--- src/rtl/lcd_pkg.sv ---
// Shared LCD SPI constants: FSM encodings and SPI mode-0 line levels, used by both rx and tx paths.
// No logic; constants only.
package lcd_pkg;

  localparam logic [0:0] ST_IDLE  = 1'b0;
  localparam logic [0:0] ST_SHIFT = 1'b1;

  // Mode 0: SCL idles low, data sampled on the rising edge.
  localparam logic SPI_CPOL = 1'b0;
  localparam logic SPI_CPHA = 1'b0;

  localparam logic SCL_IDLE = SPI_CPOL;
  localparam logic SDA_IDLE = 1'b0;
  localparam logic CSN_IDLE = 1'b1;

  localparam int         SPI_BITS     = 8;
  localparam logic [2:0] BIT_CNT_INIT = 3'(SPI_BITS - 1);

endpackage

--- src/rtl/cdc_sync.sv ---
// Single-bit multi-flop synchronizer; latency DEPTH clk cycles, no backpressure.
// Reset loads every stage with RST_VAL so the output shows the line's idle level.
module cdc_sync #(
  parameter int   DEPTH   = 2,
  parameter logic RST_VAL = 1'b0
) (
  input  logic clk,
  input  logic rst,
  input  logic i_d,
  output logic o_q
);

  logic [DEPTH-1:0] r_sync;

  always_ff @(posedge clk or negedge rst) begin
    if (!rst) begin
      r_sync <= {DEPTH{RST_VAL}};
    end else begin
      r_sync <= {r_sync[DEPTH-2:0], i_d};
    end
  end

  assign o_q = r_sync[DEPTH-1];

endmodule

--- src/rtl/lcd_spi_rx.sv ---
// SPI mode-0 byte receiver from the LCD; byte appears SYNC_STAGES+1 clk after the 8th SCL rise.
// Single holding register with valid/ready; a byte completing while the holder is stalled is dropped and flagged in rx_ovf.
module lcd_spi_rx
  import lcd_pkg::*;
#(
  parameter int SYNC_STAGES = 2
) (
  input  logic       clk,
  input  logic       rst,
  input  logic       spi_scl,
  input  logic       spi_sda,
  input  logic       spi_csn,
  output logic [7:0] rx_data,
  output logic       rx_first,
  output logic       rx_vld,
  input  logic       rx_rdy,
  output logic       rx_ovf,
  input  logic       ovf_clr,
  output logic       busy
);

  logic       w_scl_s;
  logic       w_sda_s;
  logic       w_csn_s;
  logic       w_scl_rise;
  logic       w_done;
  logic       w_load;
  logic       w_drop;
  logic [7:0] w_byte;

  logic [0:0] r_state;
  logic [2:0] r_cnt;
  logic [6:0] r_shreg;
  logic       r_first_pend;
  logic       r_scl_d;
  logic [7:0] r_data;
  logic       r_first;
  logic       r_vld;
  logic       r_ovf;

  cdc_sync #(.DEPTH(SYNC_STAGES), .RST_VAL(SCL_IDLE)) u_sync_scl (
    .clk (clk),
    .rst (rst),
    .i_d (spi_scl),
    .o_q (w_scl_s)
  );

  cdc_sync #(.DEPTH(SYNC_STAGES), .RST_VAL(SDA_IDLE)) u_sync_sda (
    .clk (clk),
    .rst (rst),
    .i_d (spi_sda),
    .o_q (w_sda_s)
  );

  cdc_sync #(.DEPTH(SYNC_STAGES), .RST_VAL(CSN_IDLE)) u_sync_csn (
    .clk (clk),
    .rst (rst),
    .i_d (spi_csn),
    .o_q (w_csn_s)
  );

  always_ff @(posedge clk or negedge rst) begin
    if (!rst) begin
      r_scl_d <= SCL_IDLE;
    end else begin
      r_scl_d <= w_scl_s;
    end
  end

  assign w_scl_rise = w_scl_s & ~r_scl_d;

  // CSN deassertion outranks a coincident SCL rise, so a frame end never produces a byte.
  assign w_done = (r_state == ST_SHIFT) && !w_csn_s && w_scl_rise && (r_cnt == 3'd0);
  assign w_byte = {r_shreg, w_sda_s};
  assign w_load = w_done && (!r_vld || rx_rdy);
  assign w_drop = w_done && r_vld && !rx_rdy;

  always_ff @(posedge clk or negedge rst) begin
    if (!rst) begin
      r_state      <= ST_IDLE;
      r_cnt        <= BIT_CNT_INIT;
      r_shreg      <= '0;
      r_first_pend <= 1'b0;
    end else begin
      case (r_state)
        ST_IDLE: begin
          if (!w_csn_s) begin
            r_state      <= ST_SHIFT;
            r_cnt        <= BIT_CNT_INIT;
            r_shreg      <= '0;
            r_first_pend <= 1'b1;
          end
        end
        ST_SHIFT: begin
          if (w_csn_s) begin
            r_state <= ST_IDLE;
            r_cnt   <= BIT_CNT_INIT;
            r_shreg <= '0;
          end else if (w_scl_rise) begin
            r_shreg <= {r_shreg[5:0], w_sda_s};
            r_cnt   <= r_cnt - 3'd1;
            if (r_cnt == 3'd0) begin
              r_first_pend <= 1'b0;
            end
          end
        end
        default: begin
          r_state <= ST_IDLE;
        end
      endcase
    end
  end

  always_ff @(posedge clk or negedge rst) begin
    if (!rst) begin
      r_data  <= '0;
      r_first <= 1'b0;
      r_vld   <= 1'b0;
    end else if (w_load) begin
      r_data  <= w_byte;
      r_first <= r_first_pend;
      r_vld   <= 1'b1;
    end else if (r_vld && rx_rdy) begin
      r_vld <= 1'b0;
    end
  end

  always_ff @(posedge clk or negedge rst) begin
    if (!rst) begin
      r_ovf <= 1'b0;
    end else if (w_drop) begin
      r_ovf <= 1'b1;
    end else if (ovf_clr) begin
      r_ovf <= 1'b0;
    end
  end

  assign rx_data  = r_data;
  assign rx_first = r_first;
  assign rx_vld   = r_vld;
  assign rx_ovf   = r_ovf;
  assign busy     = (r_state == ST_SHIFT);

endmodule

--- config.mk ---
export PLATFORM = sky130hd
export DESIGN_NAME = lcd_spi_rx
export DESIGN_NICKNAME = d
export VERILOG_FILES = /design/src/rtl/lcd_pkg.sv /design/src/rtl/cdc_sync.sv /design/src/rtl/lcd_spi_rx.sv
export SDC_FILE = /design/constraint.sdc
export NUM_CORES = 1
export LEC_CHECK = 0
export ABC_AREA = 1
export CORE_MARGIN = 3
export CORE_UTILIZATION = 51
export DETAILED_ROUTE_END_ITERATION = 8
export GPL_ROUTABILITY_DRIVEN = 1
export PLACE_DENSITY_LB_ADDON = 0.08
export SYNTH_ARGS = -nofsm -noshare
export SYNTH_HDL_FRONTEND = slang
export SYNTH_SLANG_ARGS = --single-unit
--- constraint.sdc ---
create_clock -name clk -period 1.6 [get_ports clk]
set_input_delay 0.24 -clock clk [delete_from_list [all_inputs] [get_ports clk]]
set_output_delay 0.24 -clock clk [all_outputs]
set_load 0.05 [all_outputs]
Word-level counts from Yosys, hierarchy flattened --
Index checks and enable logic that the tools add are counted.
Storage, ports and cells: register bits 30, output and inout port bits 12, logic and storage cells 55
Operators by class: eq/ne operators 5, bitwise operators 3, reduce and logical (&&, ||, !) cells 16, $add $sub $neg 1, multiplexer cells 18
Operators by type and width (number):
- 7-bit 2-to-1 mux | 3
- 7-bit case mux with 2 select lines | 1
- 1-bit 2-to-1 mux | 9
- 3-bit 2-to-1 mux | 3
- 1-bit logical AND | 7
- 2-bit != test, second input constant | 3
- 3-bit case mux with 2 select lines | 1
- 4-bit AND reduction | 1
- 2-bit nonzero test | 2
- 1-bit logical NOT | 3
- 3-bit logical NOT | 1
- 3-bit by 2-bit != test with 1-bit output, second input constant | 1
- 3-bit by 1-bit subtractor with 3-bit output, second input constant | 1
- 2-bit by 1-bit != test with 1-bit output, second input constant | 1
- 1-bit inverter | 2
- 1-bit case mux with 2 select lines | 1
- 2-bit AND reduction | 1
- 1-bit bitwise AND | 1
- 1-bit logical OR | 1

Depth between registers and ports, before layout --
word-level depth 7, depth in mapped cells 7

Hierarchy --
Synthesis repeated with hierarchy kept, for this count alone.
Unflattened totals: cells, all modules 122, area total of the unflattened synthesis 1218.7 um^2
By module, submodules not included:
- lcd_spi_rx | instances 1, cells each 116, seq. area each 604.3 um^2, area each 1066.0 um^2
- cdc_sync (u_sync_scl ...) | instances 2, cells each 2, seq. area each 50.0 um^2, area each 50.0 um^2
- cdc_sync (u_sync_csn) | instances 1, cells each 2, seq. area each 52.6 um^2, area each 52.6 um^2

Worst setup path after synthesis --
No wires, ideal clock.
path kind reg2reg, start register r_state, in the netlist busy, end register r_data[0], in the netlist rx_data[0], clock period less this slack 1389 ps, data required time 1481 ps, arrival 1270 ps, slack 211 ps, stages on the path, launching flop included 6, buffers on the path 0, path through dfrtp_1 -> nand2_2 -> nor2_8 -> nand3_4 -> nand2_1 -> nand2_1
On the way: cells in the longest elaborated chain, start to end 4
RTL lines:
- start, declared | RTL line lcd_spi_rx.sv:31 | logic [0:0] r_state;
- start signal, assigned | RTL line lcd_spi_rx.sv:80 | r_state <= ST_IDLE;
- start signal, assigned | RTL line lcd_spi_rx.sv:88 | r_state <= ST_SHIFT;
- start signal, assigned | RTL line lcd_spi_rx.sv:96 | r_state <= ST_IDLE;
- 1-bit logical AND (3 in series) | RTL line lcd_spi_rx.sv:73 | assign w_done = (r_state == ST_SHIFT) && !w_csn_s && w_scl_rise && (r_cnt == 3'd0);
- 1-bit logical AND | RTL line lcd_spi_rx.sv:75 | assign w_load = w_done && (!r_vld || rx_rdy);
- end signal, assigned | RTL line lcd_spi_rx.sv:120 | r_data <= w_byte;
- end, declared | RTL line lcd_spi_rx.sv:36 | logic [7:0] r_data;
Every way passes these cells. A chain may end at the register's enable or synchronous reset.

Final worst setup path --
start register r_cnt[0], end register r_data[1], in the netlist rx_data[1]
On the way: cells in the longest elaborated chain, start to end 3
RTL lines:
- start, declared | RTL line lcd_spi_rx.sv:32 | logic [2:0] r_cnt;
- start signal, assigned | RTL line lcd_spi_rx.sv:101 | r_cnt <= r_cnt - 3'd1;
- 3-bit logical NOT | RTL line lcd_spi_rx.sv:73
- 1-bit logical AND | RTL line lcd_spi_rx.sv:73
- 1-bit logical AND | RTL line lcd_spi_rx.sv:75
Every way passes these cells.

==> metrics.yaml <==
status:
  status: "completed"
pwr:
  ir_drop_mv: 0.585
  finalPower_uw: 1350
  power.density_nw_per_um2: 923
  power.leakage_uw: 0.000804
synth:
  yosys.area.top_type: "dfrtp_1"
  synth_top_area_frac: 0.518
  synth-edff-count: 0
  synthCells: 121
  synth_nets: 130
  synth.most_common_cell: "nand2_1"
  async_flop_share: 1.00
  ys_top_cells_by_area: "dfrtp_1 52%, nand2_1 14%, dfstp_2 11%"
  syn-cell-area_sq_um: 1210
  yosys_warnings: 0
  syn_area_per_cell_sq_um: 9.98
  synthTopCellsByCount: "46 x nand2_1, 25 x dfrtp_1, 10 x inv_1"
  synth.distinct_cells: 20
  synth-seq-area-share: 0.627
  synth_ff_type: "dfrtp_1"
  synth_seq_cells: 30
placed_design:
  dpl.hpwl_mm: 1.57
  io_buffer_count: 18
  placed_cells: 166
  place.gp.congestion: 0.791
worst_setup_path:
  r2r_slack_ns: 0.23
  critical_path.endpoint: "rx_data[1]"
  cpMaxStageDelayCell: "dfstp_2"
  crit_start: "r_cnt[0]"
  critical_path_class: "reg2reg"
  critPathMaxFanout: 10
  timing.rr.start: "r_cnt[0]"
  cp.arrival_ns: 1.59
  crit_chain: "inv_1 > ha_1 > inv_1 > nor2_2 > buf_4 > nand4_1 > nand2_1"
  crit_path_frequent_cell: "inv_1"
  r2r_cells: 7
  cp_slowest_stage_delay_ns: 0.54
  crit_path_end_kind: "flip-flop"
  r2r-end: "rx_data[1]"
  worstPathRequired_ns: 1.82
  start_kind: "flip-flop"
floorplan:
  start_util: 0.574
  fp-row-count: 16
  fp.dieW_um: 54.7
  dieHeight_um: 54.7
  dieArea_sq_um: 2990
  core_area_sq_um: 2100
  boundaryPins: 19
global_routing:
  antenna_found_initial: 0
  grt_max_degree: 31
  grt_pass1_wl_mm: 3.82
  grt_usage: 0.187
  grt_overflow_total: 0
  grt_pass1_vias: 858
clock_network:
  clk_latency_ns: 0.32
  cts.sinks: 30
  ctsHoldBuffers: 0
  ctsResizeCount: 0
  cts_buffer_depth: 2
  clock_tree.root_cell: "clkbuf_4"
  cts_max_level: 2
  tritoncts: "done"
  post_cts.repair.setup_buffers: 0
  numCtsBuffers: 5
  clk_pin_slew_ns: 0.10
cells_and_area:
  multiInputGateArea_sq_um: 378
  areaGrowthSynthToFinish_pct: 20.8
  n_antenna_cell: 0
  fill_cells: 173
  register_area_sq_um: 757
  final_cells: 174
  final_nets: 155
  drive_above_1_share: 0.231
routing:
  ant_nets: 0
  drt_iter0_markers: 24
  wl_mm: 2.25
  routedWlPerCell_um: 12.9
  drc: 0
  via_per_inst: 4.97
  vias: 865
  firstDrtPassIters: 4
job:
  max_cap_violations: 0
hold_path:
  hp-class: "in2async"
sta:
  whs_ns: 0.292
  fmax_ghz: 0.731
  hold_violations: 0
  finalMaxSlewViolations: 0
  finalCritPeriodShare: 0.855
  fin_skew_ns: 0.0120
  tightest_slew_ns: 0.372
  slew_headroom: 0.752
  finalSetupViolCount: 0
  tns_ns: 0
  post-route-min-period_ns: 1.37
  rsz0062_at_grt: "no"
==> flip-flops by register name (all words and copies together), names as in the netlist <==
register and flops:
u_sync_scl.r_sync 2, r_cnt 3, rx_data 8, u_sync_sda.r_sync 2, busy 1, rx_vld 1, r_shreg 7, rx_ovf 1
r_scl_d 1, u_sync_csn.r_sync 2, r_first_pend 1, rx_first 1
==> worst min path at each step <==
stage	slack, ns	end
3_5_place_dp	0.34	u_sync_scl.r_sync[1]
4_1_cts	0.30	rx_data[7]
6_report	0.29	rx_data[7]
5_1_grt	0.31	u_sync_csn.r_sync[0]
3_3_place_gp	0.34	u_sync_scl.r_sync[1]
2_1_floorplan	-0.06	busy
==> critical path, delay by kind of cell, from the launching register on <==
| kind | cells | cell delay [ns] |
|---|---|---|
| flip-flops | 1 | 0.54 |
| buffers and inverters | 3 | 0.30 |
| AND/OR/NAND/NOR | 3 | 0.22 |
| adder cells (fa/ha/maj) | 1 | 0.20 |
==> cell type report <==
class                   instances  share of cell area
flip-flops and latches         30               0.519
clock buffers                   7              0.0377
repair buffers                 21               0.127
inverters                      12              0.0309
well taps                      27              0.0232
clock inverters                 1             0.00343
multi-input cells              76               0.259
==> routing by layer <==
layer  wire (um)  global-route usage  vias up
met4          21              0.0747        0
met1        1010               0.234      401
met3         123              0.0518        3
met2        1100               0.303       21
li1            -                   -      440
met5           0                   0        -
==> kinds of logic after synthesis <==
family / share of synthesized area
and+or+nand+nor: 0.276
DFF: 0.627
buffers and inverters: 0.0601
AOI/OAI and AO/OA: 0.0166
adders and majority gates: 0.0207
==> cells in the final DEF (no fill, tap or decap), drive strengths merged <==
master | Yosys | final
nand3 | 5 | 5
dfrtp | 25 | 25
clkinv | 0 | 1
clkdlybuf4s50 | 0 | 6
dfstp | 5 | 5
o21ai | 4 | 4
ha | 2 | 2
buf | 3 | 15
nor2 | 6 | 6
inv | 12 | 12
clkbuf | 0 | 7
nand3b | 1 | 1
nor3 | 1 | 1
nand4 | 9 | 9
nand2 | 48 | 48
==> stage by stage <==
step / area (sq um) / setup slack, ns / utilization
6_report: 1460 / 0.231 / 0.694
5_1_grt: 1460 / 0.103 / 0.694
4_1_cts: 1460 / 0.226 / 0.694
3_5_place_dp: 1400 / 0.251 / 0.665
3_3_place_gp: 1400 / 0.288 / 0.665
2_1_floorplan: 1210 / 0.211 / -
==> power by group <==
part / internal (uW) / leakage, uW / switching, uW
combinational: 32.1 / 0.000386 / 54.1
sequential: 781 / 0.000383 / 11.4
clock: 213 / 0.0000353 / 255
total: 1030 / 0.000804 / 320
(Power assumes the default switching activity.)
